==> config.mk <==
export PLATFORM = sky130hd
export DESIGN_NAME = mips_bus_initiator
export DESIGN_NICKNAME = d
export VERILOG_FILES = /design/src/rtl/mips_bus_pkg.sv /design/src/rtl/mips_bus_lane_align.sv /design/src/rtl/mips_bus_initiator.sv
export SDC_FILE = /design/constraint.sdc
export NUM_CORES = 1
export LEC_CHECK = 0
export ABC_AREA = 1
export ABC_CLOCK_PERIOD_IN_PS = 5100
export BUFFER_PORTS_ARGS = -buffer_cell sky130_fd_sc_hd__buf_2
export CAP_MARGIN = 40
export CELL_PAD_IN_SITES_DETAIL_PLACEMENT = 1
export CELL_PAD_IN_SITES_GLOBAL_PLACEMENT = 2
export CORE_MARGIN = 1.5
export CORE_UTILIZATION = 28
export CTS_BUF_LIST = sky130_fd_sc_hd__clkbuf_4
export DETAILED_ROUTE_END_ITERATION = 8
export PLACE_DENSITY = 0.89
export SKIP_LAST_GASP = 1
export SYNTH_ARGS = -nofsm -noshare
export SYNTH_HDL_FRONTEND = slang
export SYNTH_SLANG_ARGS = --single-unit
==> constraint.sdc <==
create_clock -name clk -period 5.1 [get_ports clk]
set_input_delay 1.02 -clock clk [delete_from_list [all_inputs] [get_ports clk]]
set_output_delay 1.02 -clock clk [all_outputs]
set_load 0.01 [all_outputs]
==> src/rtl/mips_bus_pkg.sv <==
// Shared types and constants for the MIPS bus initiator and its lane aligner.
package mips_bus_pkg;

    localparam int BYTE_W = 8;
    localparam int LANES  = 4;

    typedef enum logic [1:0] {
        SIZE_BYTE = 2'b00,
        SIZE_HALF = 2'b01,
        SIZE_WORD = 2'b10
    } size_e;

    typedef enum logic [1:0] {
        ST_IDLE   = 2'd0,
        ST_ACCESS = 2'd1,
        ST_DATA   = 2'd2,
        ST_RESP   = 2'd3
    } state_e;

endpackage

==> src/rtl/mips_bus_lane_align.sv <==
// Combinational lane steering: store byte enables/replicated data, misalignment
// detection, and load-data extraction with sign or zero extension.
module mips_bus_lane_align
    import mips_bus_pkg::*;
(
    input  logic [1:0]               size,
    input  logic [1:0]               offset,
    input  logic                     unsigned_ld,
    input  logic [BYTE_W*LANES-1:0]  wdata,
    input  logic [BYTE_W*LANES-1:0]  rdata,
    output logic [LANES-1:0]         byteenable,
    output logic [BYTE_W*LANES-1:0]  writedata,
    output logic                     misaligned,
    output logic [BYTE_W*LANES-1:0]  rdata_ext
);

    logic [BYTE_W*LANES-1:0] shifted;

    // Lane selection and extension driven by access size
    always_comb begin
        shifted    = rdata >> {offset, 3'b000};
        byteenable = 4'b0000;
        writedata  = 32'd0;
        misaligned = 1'b0;
        rdata_ext  = 32'd0;
        case (size)
            SIZE_BYTE: begin
                byteenable = 4'b0001 << offset;
                writedata  = {4{wdata[7:0]}};
                rdata_ext  = {{24{~unsigned_ld & shifted[7]}}, shifted[7:0]};
            end
            SIZE_HALF: begin
                misaligned = offset[0];
                byteenable = offset[1] ? 4'b1100 : 4'b0011;
                writedata  = {2{wdata[15:0]}};
                rdata_ext  = {{16{~unsigned_ld & shifted[15]}}, shifted[15:0]};
            end
            SIZE_WORD: begin
                misaligned = (offset != 2'b00);
                byteenable = 4'b1111;
                writedata  = wdata;
                rdata_ext  = rdata;
            end
            default: begin
                misaligned = 1'b1;
            end
        endcase
    end

endmodule

==> src/rtl/mips_bus_initiator.sv <==
// Converts one sized load/store from the core into a single word-aligned bus
// transaction, with optional waitrequest timeout and registered responses.
module mips_bus_initiator
    import mips_bus_pkg::*;
#(
    parameter int unsigned WAIT_LIMIT = 0
) (
    input  logic        clk,
    input  logic        reset,
    input  logic        req_valid,
    output logic        req_ready,
    input  logic        req_write,
    input  logic [1:0]  req_size,
    input  logic        req_unsigned,
    input  logic [31:0] req_addr,
    input  logic [31:0] req_wdata,
    output logic        rsp_valid,
    output logic [31:0] rsp_rdata,
    output logic        rsp_error,
    output logic [31:0] address,
    output logic        read,
    output logic        write,
    output logic [3:0]  byteenable,
    output logic [31:0] writedata,
    input  logic        waitrequest,
    input  logic [31:0] readdata
);

    state_e      state;
    logic        lat_write;
    logic        lat_unsigned;
    logic [1:0]  lat_size;
    logic [1:0]  lat_offset;
    logic [31:0] wait_cnt;

    logic [1:0]  al_size;
    logic [1:0]  al_offset;
    logic        al_unsigned;
    logic [3:0]  al_be;
    logic [31:0] al_wd;
    logic        al_mis;
    logic [31:0] al_rdata;
    logic        timeout_hit;

    // Aligner sees the live request while idle, the latched request afterwards
    always_comb begin
        if (state == ST_IDLE) begin
            al_size     = req_size;
            al_offset   = req_addr[1:0];
            al_unsigned = req_unsigned;
        end else begin
            al_size     = lat_size;
            al_offset   = lat_offset;
            al_unsigned = lat_unsigned;
        end
        timeout_hit = (WAIT_LIMIT != 32'd0) && ((wait_cnt + 32'd1) == WAIT_LIMIT);
    end

    mips_bus_lane_align u_align (
        .size        (al_size),
        .offset      (al_offset),
        .unsigned_ld (al_unsigned),
        .wdata       (req_wdata),
        .rdata       (readdata),
        .byteenable  (al_be),
        .writedata   (al_wd),
        .misaligned  (al_mis),
        .rdata_ext   (al_rdata)
    );

    // Transfer FSM; every output is a register
    always_ff @(posedge clk or posedge reset) begin
        if (reset) begin
            state        <= ST_IDLE;
            lat_write    <= 1'b0;
            lat_unsigned <= 1'b0;
            lat_size     <= 2'b00;
            lat_offset   <= 2'b00;
            wait_cnt     <= 32'd0;
            req_ready    <= 1'b0;
            rsp_valid    <= 1'b0;
            rsp_rdata    <= 32'd0;
            rsp_error    <= 1'b0;
            address      <= 32'd0;
            read         <= 1'b0;
            write        <= 1'b0;
            byteenable   <= 4'b0000;
            writedata    <= 32'd0;
        end else begin
            case (state)
                ST_IDLE: begin
                    req_ready <= 1'b1;
                    if (req_valid && al_mis) begin
                        state     <= ST_RESP;
                        req_ready <= 1'b0;
                        rsp_valid <= 1'b1;
                        rsp_error <= 1'b1;
                        rsp_rdata <= 32'd0;
                    end else if (req_valid) begin
                        state        <= ST_ACCESS;
                        req_ready    <= 1'b0;
                        lat_write    <= req_write;
                        lat_unsigned <= req_unsigned;
                        lat_size     <= req_size;
                        lat_offset   <= req_addr[1:0];
                        wait_cnt     <= 32'd0;
                        address      <= {req_addr[31:2], 2'b00};
                        byteenable   <= al_be;
                        writedata    <= req_write ? al_wd : 32'd0;
                        read         <= ~req_write;
                        write        <= req_write;
                    end
                end
                ST_ACCESS: begin
                    if (!waitrequest || timeout_hit) begin
                        address    <= 32'd0;
                        read       <= 1'b0;
                        write      <= 1'b0;
                        byteenable <= 4'b0000;
                        writedata  <= 32'd0;
                        if (waitrequest || lat_write) begin
                            state     <= ST_RESP;
                            rsp_valid <= 1'b1;
                            rsp_error <= waitrequest;
                            rsp_rdata <= 32'd0;
                        end else begin
                            state <= ST_DATA;
                        end
                    end else begin
                        wait_cnt <= wait_cnt + 32'd1;
                    end
                end
                ST_DATA: begin
                    state     <= ST_RESP;
                    rsp_valid <= 1'b1;
                    rsp_error <= 1'b0;
                    rsp_rdata <= al_rdata;
                end
                ST_RESP: begin
                    state     <= ST_IDLE;
                    req_ready <= 1'b1;
                    rsp_valid <= 1'b0;
                    rsp_error <= 1'b0;
                    rsp_rdata <= 32'd0;
                end
                default: begin
                    state     <= ST_IDLE;
                    req_ready <= 1'b0;
                    rsp_valid <= 1'b0;
                    read      <= 1'b0;
                    write     <= 1'b0;
                end
            endcase
        end
    end

endmodule

* Word level (Yosys, flattened, before mapping)
Index checks and enable logic that the tools add are counted.
** Word-level totals
- Input bits :: 104
- Register bits :: 113
- Word-level logic and storage cells :: 90
** Operators by class
- Equal/unequal tests :: 11
- Bitwise gates (word level) :: 5
- Reductions and logical operators :: 12
- Muxes and demuxes :: 46
- Shift-type cells :: 2
** Operator list (number)
- 32-bit 2-to-1 mux :: 9
- 32-bit one-hot mux with 3 select lines :: 2
- 32-bit one-hot mux with 2 select lines :: 2
- 32-bit one-hot mux with 4 select lines :: 1
- 32-bit by 5-bit >> shifter with 16-bit output :: 1
- 4-bit 2-to-1 mux :: 4
- 1-bit 2-to-1 mux :: 14
- 4-bit one-hot mux with 3 select lines :: 1
- 2-bit 2-to-1 mux :: 5
- 2-bit inequality test, second input constant :: 4
- 2-bit one-hot mux with 4 select lines :: 1
- 4-bit one-hot mux with 2 select lines :: 1
- 2-bit equality test, second input constant :: 3
- 1-bit one-hot mux with 2 select lines :: 3
- 1-bit one-hot mux with 3 select lines :: 2
- 3-bit AND reduction :: 2
- 2-bit nonzero test :: 3
- 2-bit by 1-bit equality test with 1-bit output, second input constant :: 2
- 2-bit logical NOT :: 2
- 1-bit one-hot mux with 4 select lines :: 1
- 4-bit AND reduction :: 1
- 1-bit by 2-bit left shift with 4-bit output, first input constant :: 1
- 3-bit by 2-bit inequality test with 1-bit output, second input constant :: 1
- 1-bit NOT :: 3
- 6 further kinds :: 7

* Longest topological paths before layout
- Word-level depth :: 8
- Depth in mapped cells :: 14
- Depth with buffers taken out :: 13

* By module
A second synthesis with hierarchy kept.
** Unflattened totals
- Cell total of the unflattened synthesis :: 999
- Area total of the unflattened synthesis :: 6698.9 um2
** By module, submodules not included
- mips_bus_initiator :: times used 1, cells each 738, area each 5461.5 um2
- mips_bus_lane_align :: times used 1, cells each 261, area each 1237.4 um2

* Worst setup path before layout
No wires, ideal clock.
- Path kind :: input-to-reg
- Start point :: input port req_size[0]
- End point :: register write
- Required time :: 4.979 ns
- Setup time :: 0.121 ns
- Path buffers :: 1
- Cell stages on the path :: 10
- Arrival :: 1.945 ns
- Slack :: 3.034 ns
- Cells stage by stage :: nand2_1 > nand2_4 > nand2_1 > nand2_2 > nand3_2 > nand2_2 > clkinv_4 > nand2_4 > buf_6 > nand2_1
** On the way
- Cells in the longest elaborated chain, start to end :: 6
- Elaborated cells between the ends (all ways) :: 8
** Ends and longest elaborated chain
- from (decl) :: RTL line mips_bus_initiator.sv:13 : input logic [1:0] req_size,
- 2-bit 2-to-1 mux (*) :: RTL line mips_bus_initiator.sv:47 : if (state == ST_IDLE) begin
- 2-bit equality test, or another cell as far along :: RTL line mips_bus_lane_align.sv:26 : case (size)
- 1-bit one-hot mux with 3 select lines (*) :: RTL line mips_bus_lane_align.sv:26
- 1-bit logical AND (*) :: RTL line mips_bus_initiator.sv:93 : if (req_valid && al_mis) begin
- 2-bit inequality test (no source line) (*)
- 4-bit AND reduction (no source line) (*)
- to (signal assigned) :: RTL line mips_bus_initiator.sv:111 : write <= req_write;
- to (decl) :: RTL line mips_bus_initiator.sv:22 : output logic write,
Mark *: on every way between the ends. The rest lies on a longest branch, timed or not.
A chain may end at the register's enable or synchronous reset.

* Final worst setup path
- Start point :: register state[1]
- End point :: register writedata[6]
** On the way
- Cells in the longest elaborated chain, start to end :: 8
- Elaborated cells between the ends (all ways) :: 20
** Ends and longest elaborated chain
- from (decl) :: RTL line mips_bus_initiator.sv:29 : state_e state;
- from (signal assigned) :: RTL line mips_bus_initiator.sv:74 : state <= ST_IDLE;
- from (signal assigned) :: RTL line mips_bus_initiator.sv:94 : state <= ST_RESP;
- from (signal assigned) :: RTL line mips_bus_initiator.sv:100 : state <= ST_ACCESS;
- 2-bit logical NOT :: RTL line mips_bus_initiator.sv:47, mips_bus_initiator.sv:90
- 2-bit 2-to-1 mux :: RTL line mips_bus_initiator.sv:47
- 2-bit equality test, or another cell as far along :: RTL line mips_bus_lane_align.sv:26
- 32-bit one-hot mux with 3 select lines :: RTL line mips_bus_lane_align.sv:26
- 32-bit 2-to-1 mux :: RTL line mips_bus_initiator.sv:109 : writedata <= req_write ? al_wd : 32'd0;
- 32-bit 2-to-1 mux :: RTL line mips_bus_initiator.sv:99 : end else if (req_valid) begin
- 32-bit 2-to-1 mux :: RTL line mips_bus_initiator.sv:93
- 32-bit one-hot mux with 2 select lines :: RTL line mips_bus_initiator.sv:90 : case (state)
- to (signal assigned) :: RTL line mips_bus_initiator.sv:109
- to (decl) :: RTL line mips_bus_initiator.sv:24 : output logic [31:0] writedata,
Parallel ways exist; a longest one is shown, timed or not. The select of a mux whose other input is x is not followed.

==> results.md <==
* CP Class: register to register
* Post-synthesis simple-gate area fraction at 0.336
* Max Cap Viol at 0
* Via count at 5879
* Routed Antenna Nets at 0
* Most Used Layer, Global Route: met2
* Placeable Area at 21000 µm²
* Root buffer cell: clkbuf_4
* CTS Buffer Depth at 2
* WL final at 20500 µm
* Critical Path Most Common Cell: nand2_2
* Top-count cell post-synth: nand2_1
* Cells after DPL at 1237
* EDFF count, synth at 0
* Crit-path max FO at 54
* CP Capture Type: register
* Grt met3 use at 0.0345
* First-pass GRT wire length at 32500 µm
* Relative slew slack at 0.573
* Avg Synthesized Cell Area at 7.59 µm²
* GP Congestion at 0.784
* Fill count at 2689
* Area Growth Syn to Fin at 21.8%
* CTS H-tree lvls at 3
* Post-CTS setup buffer count at 0
* HP Class: input pin to asynchronous set/reset pin
* Setup TNS at 0 ns
* RSZ-0062 raised after global routing: false
* Sequential fraction of the synthesis area at 0.462
* Adder-Cell Fraction of Synth Area at 0.00833
* Grt met2 use at 0.297
* Row cnt at 53
* Die Area at 22400 µm²
* Ys flop type: dfrtp_1
* Status: finished clean
* Skew-Pair Late Insertion Delay at 0.51 ns
* CP bufs+invs at 3
* GRT overflow at 0
* # clock sinks at 111
* Max-slew violation count at 0
* Cells on worst reg2reg path at 12
* Crit path launch type: register
* Yosys top cell area share at 0.462
* Vias/cell at 4.69
* Asr flop ratio synth at 1.00
* Worst path max stage delay at 0.56 ns
* Total stage count of the critical path at 12
* Leading post-synthesis cells by cell area: dfrtp_1 (46%), nand2_1 (19%), nand3_1 (7.8%)
* HPWL after detailed placement at 15300 µm
* Final period utilization at 0.624
* Initial antenna violation count at 2
* Library cells used by synthesis at 31
* Final total power at 4890 µW
* Pleak at 0.00422 µW
* Largest family of logic cells by synthesized area: simple AND/OR/NAND/NOR gates
* PD cells at 668 nW/µm²
* Initial core utilization at 0.286
* Compound-cell area share of the yosys netlist at 0.107
* Final hold vios at 0
* Max frequency at 314 MHz
* DR iter-0 viols at 241
* Cts hold-fix bufs at 0
* Die width at 150 µm
* Worst Path Required at 5.55 ns
* IO Count at 209
* CTS tree: built
* Post-Synthesis Cells at 792
* Mux share of post-synthesis cell area at 0
* Nets@finish at 1081
* Synthesis warning total at 0
* Synthesis-stage register bit count at 111
* Largest net degree at the start of global routing at 55
* Worst r2r src: state[1]$_DFFE_PP0P_
* CTS Buf Count at 9
* Post-synth top area cell: dfrtp_1
* Overall routing resource usage at 0.186
* Finished Layout Cells at 1254
* Final min period at 3.18 ns
* Share of layout cells above drive strength 1 at 0.287
* CP arrival at 3.64 ns
* GRT met1 Usage at 0.258
* Final setup skew at 0.0313 ns
* # setup viols final at 0
* Crit-path slowest cell: buf_4
* Maximum vdd drop at 0.239 mV
* Vias in the first global route at 6018
* DRC errors left at 0
* Worst-margin pin slew at 0.641 ns
* DR pass1 iterations at 4
* PortBufs at 206
* Die H at 150 µm
* Post-Synth XOR/XNOR Area at 0
* CP Cell Sequence: inv_1, ha_1, inv_2, nand2_2, nand2_2, nand2_1, nand2_2, nand3_2, nand2_4, buf_4, nand2_1, o21ai_2
* Routed WL per cell at 16.3 µm
* CTS clk-pin slew, worst paths at 0.21 ns
* Crit path max-delay family: simple AND/OR/NAND/NOR gates
* Synth top cells by count: nand2_1 (307), dfrtp_1 (111), nand3_1 (94)
* Reg-to-Reg End: writedata[6]$_DFFE_PP0P_
* Synthesized area at 6010 µm²
* FF-to-FF setup slack at 1.92 ns
* Cts repair resizes at 0
logic make-up (layout without fill, tap and decap cells):
kind of cell               after synthesis  in the layout
AOI/OAI and AO/OA                      112            112
adders and majority gates                4              4
buffers and inverters                  102            287
DFF                                    111            111
other                                    1              3
and+or+nand+nor                        462            462
routing by layer:
metal / routed length, µm / vias to the layer above
li1: - / 2881
met1: 9770 / 2826
met2: 9430 / 148
met3: 960 / 22
met4: 284 / 2
met5: 12 / -
through the flow:
step | hold WS, ns | instance area (µm²) | util | setup slack [ns]
after global placement | 0.458 | 7140 | 0.340 | 1.99
after detailed placement | 0.460 | 7160 | 0.340 | 1.92
final | 0.436 | 7320 | 0.348 | 1.92
after global routing | 0.404 | 7320 | 0.348 | 1.52
after floorplan | 0.453 | 6010 | - | 1.15
after CTS | 0.397 | 7320 | 0.348 | 1.88
worst max-delay path by stage:
stage / start / to / slack (ns)
detailed placement: req_addr[0] / address[7]$_DFFE_PP0P_ / 1.92
global route: state[1]$_DFFE_PP0P_ / writedata[31]$_DFFE_PP0P_ / 1.52
CTS: state[1]$_DFFE_PP0P_ / writedata[7]$_DFFE_PP0P_ / 1.88
global placement: req_addr[0] / writedata[4]$_DFFE_PP0P_ / 1.99
finish: state[1]$_DFFE_PP0P_ / writedata[6]$_DFFE_PP0P_ / 1.92
floorplan: reset / address[10]$_DFFE_PP0P_ / 1.15
worst register-to-register path: cells and delay by family (launching register included):
| kind | cells | cell delay [ns] |
|---|---|---|
| and+or+nand+nor | 7 | 1.32 |
| buffers and inverters | 3 | 0.91 |
| DFF | 1 | 0.45 |
| adders and majority gates | 1 | 0.37 |
| AOI/OAI and AO/OA | 1 | 0.08 |
sequential cells by signal, summed over array words and instances, names as in the netlist:
register / cells
write: 1
lat_size: 2
rsp_valid: 1
lat_write: 1
lat_offset: 2
address: 30
state: 2
req_ready: 1
rsp_rdata: 32
rsp_error: 1
byteenable: 4
lat_unsigned: 1
writedata: 32
read: 1
report_power, final:
| group | leakage (µW) | internal [µW] | switching, µW |
|---|---|---|---|
| logic | 0.00267 | 898 | 2100 |
| registers | 0.00146 | 1200 | 181 |
| clock network | 0.0000905 | 167 | 346 |
| total | 0.00422 | 2260 | 2630 |
layout make-up:
cell class / instances / area, µm² / share of cell area
sequential: 111 / 2780 / 0.379
multi-input combinational: 580 / 2720 / 0.372
timing repair buffer: 211 / 1080 / 0.147
tap: 275 / 344 / 0.0470
inverter: 60 / 235 / 0.0321
clock inverter: 7 / 96.3 / 0.0132
clock buffer: 9 / 67.6 / 0.00923
antenna: 1 / 2.50 / 0.000342
layout by cell type (no fill, tap or decap), types with 4 or more instances in the layout:
cell type	count
inv_8	4
inv_1	52
o21ai_0	53
nand2_2	9
nand3_1	94
nor2_1	34
o21ai_1	21
a21oi_1	15
ha_1	4
dfrtp_1	111
buf_2	206
inv_2	4
o21ai_2	20
nand2_4	8
clkbuf_4	9
nand2_1	307
buf_4	4
Power figures use the tool's default switching activity.
